## src/rtl/fetch_pkg.sv

```systemverilog
// Shared definitions for the fetch stage and the control unit it feeds.
// Holds the fetch FSM encoding, the default boot address and the opcode field position.
package fetch_pkg;

  localparam int unsigned RESET_PC_DEFAULT = 0;

  // Opcode field inside an instruction byte; the control unit decodes these bits.
  localparam int OPCODE_MSB = 7;
  localparam int OPCODE_LSB = 4;

  typedef enum logic [1:0] {
    BOOT  = 2'd0,
    REQ   = 2'd1,
    DRAIN = 2'd2,
    FLUSH = 2'd3
  } fetch_state_t;

endpackage

```

## src/rtl/instruction_fetch_unit.sv

```systemverilog
// Fetch stage: owns the PC, issues req/ack reads to instruction memory and presents
// one instruction at a time to the decoder, honouring stall and branch redirects.
module instruction_fetch_unit
  import fetch_pkg::*;
#(
  parameter int                  PC_WIDTH   = 8,
  parameter int                  INST_WIDTH = 8,
  parameter logic [PC_WIDTH-1:0] RESET_PC   = PC_WIDTH'(RESET_PC_DEFAULT)
) (
  input  logic                  clk,
  input  logic                  reset,
  output logic                  imem_req,
  output logic [PC_WIDTH-1:0]   imem_addr,
  input  logic                  imem_ack,
  input  logic [INST_WIDTH-1:0] imem_rdata,
  input  logic                  stall,
  input  logic                  redirect,
  input  logic [PC_WIDTH-1:0]   redirect_pc,
  output logic [INST_WIDTH-1:0] inst,
  output logic                  inst_valid,
  output logic [PC_WIDTH-1:0]   pc_out
);

  fetch_state_t          r_state;
  fetch_state_t          w_state_next;
  logic [PC_WIDTH-1:0]   r_addr_q;
  logic [PC_WIDTH-1:0]   w_addr_next;
  logic [PC_WIDTH-1:0]   r_tgt_q;
  logic [PC_WIDTH-1:0]   w_tgt_next;
  logic [PC_WIDTH-1:0]   r_pc_out;
  logic [PC_WIDTH-1:0]   w_pc_next;
  logic [INST_WIDTH-1:0] r_inst;
  logic [INST_WIDTH-1:0] w_inst_next;
  logic                  r_inst_valid;
  logic                  w_valid_next;
  logic                  r_imem_req;
  logic                  w_consume;

  assign w_consume = r_inst_valid & ~stall;

  always_comb begin
    w_state_next = r_state;
    w_addr_next  = r_addr_q;
    w_tgt_next   = r_tgt_q;
    w_pc_next    = r_pc_out;
    w_inst_next  = r_inst;
    w_valid_next = r_inst_valid;

    unique case (r_state)
      BOOT: begin
        if (redirect) begin
          w_addr_next = redirect_pc;
        end
        w_state_next = REQ;
      end

      REQ: begin
        if (imem_ack) begin
          if (redirect) begin
            // Returned byte belongs to the wrong path; refetch from the target.
            w_addr_next = redirect_pc;
          end else begin
            w_inst_next  = imem_rdata;
            w_pc_next    = r_addr_q;
            w_valid_next = 1'b1;
            w_addr_next  = r_addr_q + 1'b1;
            w_state_next = DRAIN;
          end
        end else if (redirect) begin
          // The read cannot be withdrawn, so park the target until it completes.
          w_tgt_next   = redirect_pc;
          w_state_next = FLUSH;
        end
      end

      DRAIN: begin
        if (redirect) begin
          w_addr_next  = redirect_pc;
          w_state_next = REQ;
        end else if (!r_inst_valid || w_consume) begin
          w_valid_next = 1'b0;
          w_state_next = REQ;
        end
      end

      FLUSH: begin
        if (imem_ack) begin
          w_addr_next  = redirect ? redirect_pc : r_tgt_q;
          w_state_next = REQ;
        end else if (redirect) begin
          w_tgt_next = redirect_pc;
        end
      end
    endcase

    if (redirect) begin
      w_valid_next = 1'b0;
    end
  end

  always_ff @(posedge clk or posedge reset) begin
    if (reset) begin
      r_state      <= BOOT;
      r_addr_q     <= RESET_PC;
      r_tgt_q      <= RESET_PC;
      r_pc_out     <= '0;
      r_inst       <= '0;
      r_inst_valid <= 1'b0;
      r_imem_req   <= 1'b0;
    end else begin
      r_state      <= w_state_next;
      r_addr_q     <= w_addr_next;
      r_tgt_q      <= w_tgt_next;
      r_pc_out     <= w_pc_next;
      r_inst       <= w_inst_next;
      r_inst_valid <= w_valid_next;
      r_imem_req   <= (w_state_next == REQ) || (w_state_next == FLUSH);
    end
  end

  // addr_q only moves on an ack or outside a request, so it doubles as the bus address.
  assign imem_req   = r_imem_req;
  assign imem_addr  = r_addr_q;
  assign inst       = r_inst;
  assign inst_valid = r_inst_valid;
  assign pc_out     = r_pc_out;

endmodule

```

## config.mk

```make
export PLATFORM = sky130hd
export DESIGN_NAME = instruction_fetch_unit
export DESIGN_NICKNAME = d
export VERILOG_FILES = /design/src/rtl/fetch_pkg.sv /design/src/rtl/instruction_fetch_unit.sv
export SDC_FILE = /design/constraint.sdc
export NUM_CORES = 1
export LEC_CHECK = 0
export ABC_AREA = 1
export CAP_MARGIN = 15
export CORE_MARGIN = 4
export CORE_UTILIZATION = 25
export CTS_CLUSTER_DIAMETER = 30
export DETAILED_ROUTE_END_ITERATION = 7
export PLACE_DENSITY_LB_ADDON = 0.08
export SYNTH_ARGS = -nofsm -noshare
export SYNTH_HDL_FRONTEND = slang
export SYNTH_SLANG_ARGS = --single-unit
```

## constraint.sdc

```tcl
create_clock -name clk -period 1.3 [get_ports clk]
set_input_delay 0.13 -clock clk [delete_from_list [all_inputs] [get_ports clk]]
set_output_delay 0.13 -clock clk [all_outputs]
set_load 0.02 [all_outputs]
```

==> impl_results.md <==
- Critical Path End Type: output port
- Deepest clock path buffer count: 2
- CTS tree: yes
- Initial Util: between 20% and 30%
- Clock root cell: clkbuf_8
- Setup WS post-layout: around 0.06 ns
- Leading cell type in the layout, fill and taps excluded: nand2_1
- GP Congestion: around 0.77
- Util after Layout: between 30% and 40%
- Actual slew at the worst max-slew pin: around 0.28 ns
- Psw: between 1 and 1.5 mW
- Clock slew at reported path FFs: ~0.07 ns
- Synth area leader: dfrtp_1
- H-tree Lvls: 2
- DRT antenna net count: 0
- I/O Buffers: 46
- Most frequent cells in the layout: nand2_1 (73), dfrtp_1 (31), inv_1 (27), buf_4 (25), dlygate4sd2_1 (23)
- DP Area: 2610 um2
- CP Cell Sequence: dlygate4sd2_1
- Syn Area/Cell: 7.88 um2
- Area added between synthesis and finish: 53.0%
- Slew margin rel.: 81.6%
- All-Layer GR Usage: about an eighth
- Routed met2 length: around 2.2 mm
- Metal1 wirelength: 2.50 mm
- DR top layer: met4
- DP HPWL: about 3.7 mm
- Number of CTS-inserted buffers: 5
- Fin Setup TNS: 0 ns
- Flop pwr share: roughly two fifths
- First-pass DRT Iterations: 4
- Register area share after synthesis: between 40 and 50%
- Run status: completed
- Yosys warning total: 0
- Top cell type's share of synthesized area: between 40% and 50%
- Clk_skew: roughly 0.0063 ns
- DRC viols: 0
- Cells taking the most area after synthesis: dfrtp_1 (49%), nand2_1 (16%), inv_1 (5.9%)
- Setup CP Type: flip-flop to output port
- Vias per inst: roughly 4
- Clock share of power: around 22%
- Net count after synthesis: ~260
- Final std cells w/o fill: 410
- Crit path time final: 1.24 ns
- Startpoint types: flip-flop
- Top Ports: 47
- Internal power component: 2.56 mW
- Vias in the first global route: about 1,700
- Worst EP required: between 1 and 1.5 ns
- Die area: 8810 um2
- Final Hold Fails: 0
- Routed len/inst: between 10 and 15 um
- Post-route clock period utilization: ~95%
- Largest net degree at the start of global routing: 37
- Slowest cell delay on critical path: roughly 0.48 ns
- VDD IR max: about 0.38 mV
- 1st-iter DRT viols: 61
- Synth unique cells: 23
- Number of diodes: 0
- Switch share: a little under two fifths
- Worst skew pair latency: between 0.2 and 0.3 ns
- Fmax: slightly above 800 MHz
- Final setup viols: 0
- Yosys reg bits: 36
- Power Dens Cells: around 1400 nW/um2
- DR vias: ~1,700
- Buf/Inv on CP: 1
- Pleak: between 1 and 1.5 nW
- Slew Limit Fails: 0
- RSZ-0062 raised after global routing: yes
- Sink Count: 36
- Row Count: 31
- Hold Path Class: input pin to async pin
- Placed Instances: ~400
- Global route total overflow: 0
- Die Height: ~94 um
- Tot Pwr: ~4 mW
- Design area: 2820 um2
- Fin Hold WS: 0.186 ns
- Layout cells sized above 1: about a quarter
- DRT Wirelength: roughly 5.0 mm
- Pre-CTS WS: -0.290 ns
- Die width: 93.9 um
- Crit-path leading delay family: flip-flops
- MaxCap Viol Count: 0
- Final Net Count: between 300 and 400
- Critical path peak fanout: 7
- Met3 WL: about 170 um
- First-pass GRT wire length: between 8 and 9 mm
- Crit path DAT: between 1 and 1.5 ns
- Core ar.: around 7200 um2
- CP max-delay cell: dfrtp_2
- Cells after Synth: 234
- Combinational cell fraction of total power: 40.1%
- Post-Syn Area: ~1800 um2
- Initial antenna violation count: 0
layer usage:
| metal | GRT usage [%] | up-vias |
|---|---|---|
| li1 | - | 897 |
| met1 | 17.1 | 758 |
| met2 | 18.8 | 29 |
| met3 | 2.72 | 5 |
| met4 | 3.61 | 0 |
| met5 | 0 | - |
sequential cells by signal, indices dropped and copies added, names as in the netlist:
signal / flops
pc_out: 8
inst: 8
r_state: 2
r_tgt_q: 8
inst_valid: 1
imem_req: 1
imem_addr: 8
cells in the mapped netlist (all sizes together):
master and count:
inv 31, nand2 81, nand3 9, nor2 10, nand4 1, o21a 11
buf 5, o21ai 28, clkbuf 1, ha 1, dfrtp 36, a21oi 15
xor2 1, nor3 2, o22ai 1, o31ai 1
cell families (layout without fill, tap and decap cells):
family                     Yosys count  in the layout  synth area share (%)
xor gates and xnor gates             1              1                 0.475
buffers and inverters               37            114                  8.82
DFF                                 36             36                  48.9
and+or+nand+nor                    103            103                  22.4
adders and majority gates            1              1                 0.679
AOI/OAI and AO/OA                   56             56                  18.7
repair_timing:
action,CTS,global route
cloned,0,0
buffers inserted,1,4
hold buffers,0,0
gates resized for setup,27,41
pin swaps,0,10
setup endpoints to repair,27,31
path summary, 6_finish.rpt:
check | start | endpoint | slack (ns) | depth (start not counted)
setup / recovery | imem_addr[2] | imem_addr[2] | 0.06 | 1
hold / removal | reset | pc_out[5] | 0.19 | 3
setup reg to reg | imem_addr[1] | imem_addr[4] | 0.08 | 7
hold reg to reg | inst[1] | inst[1] | 0.46 | 2
max in group asynchronous | reset | r_state[0] | 0.91 | 3
min in group clk | imem_rdata[5] | inst[5] | 0.39 | 3
power groups by stage:
stage	registers, mW	logic (mW)	clock network (mW)
after floorplan	1.82	0.575	0
after global placement	1.57	1.62	0
after detailed placement	1.57	1.63	0
after CTS	1.54	1.49	0.923
after global routing	1.60	1.80	0.956
final	1.56	1.62	0.872
final cells by class:
class                      count  area, um2
tap                           99        124
fill                         777       4400
timing repair buffer          76        687
clock buffer                   7       96.3
multi-input combinational    161        886
inverter                      31        119
sequential                    36        907
Note: power is estimated with default switching activity, not from simulation.
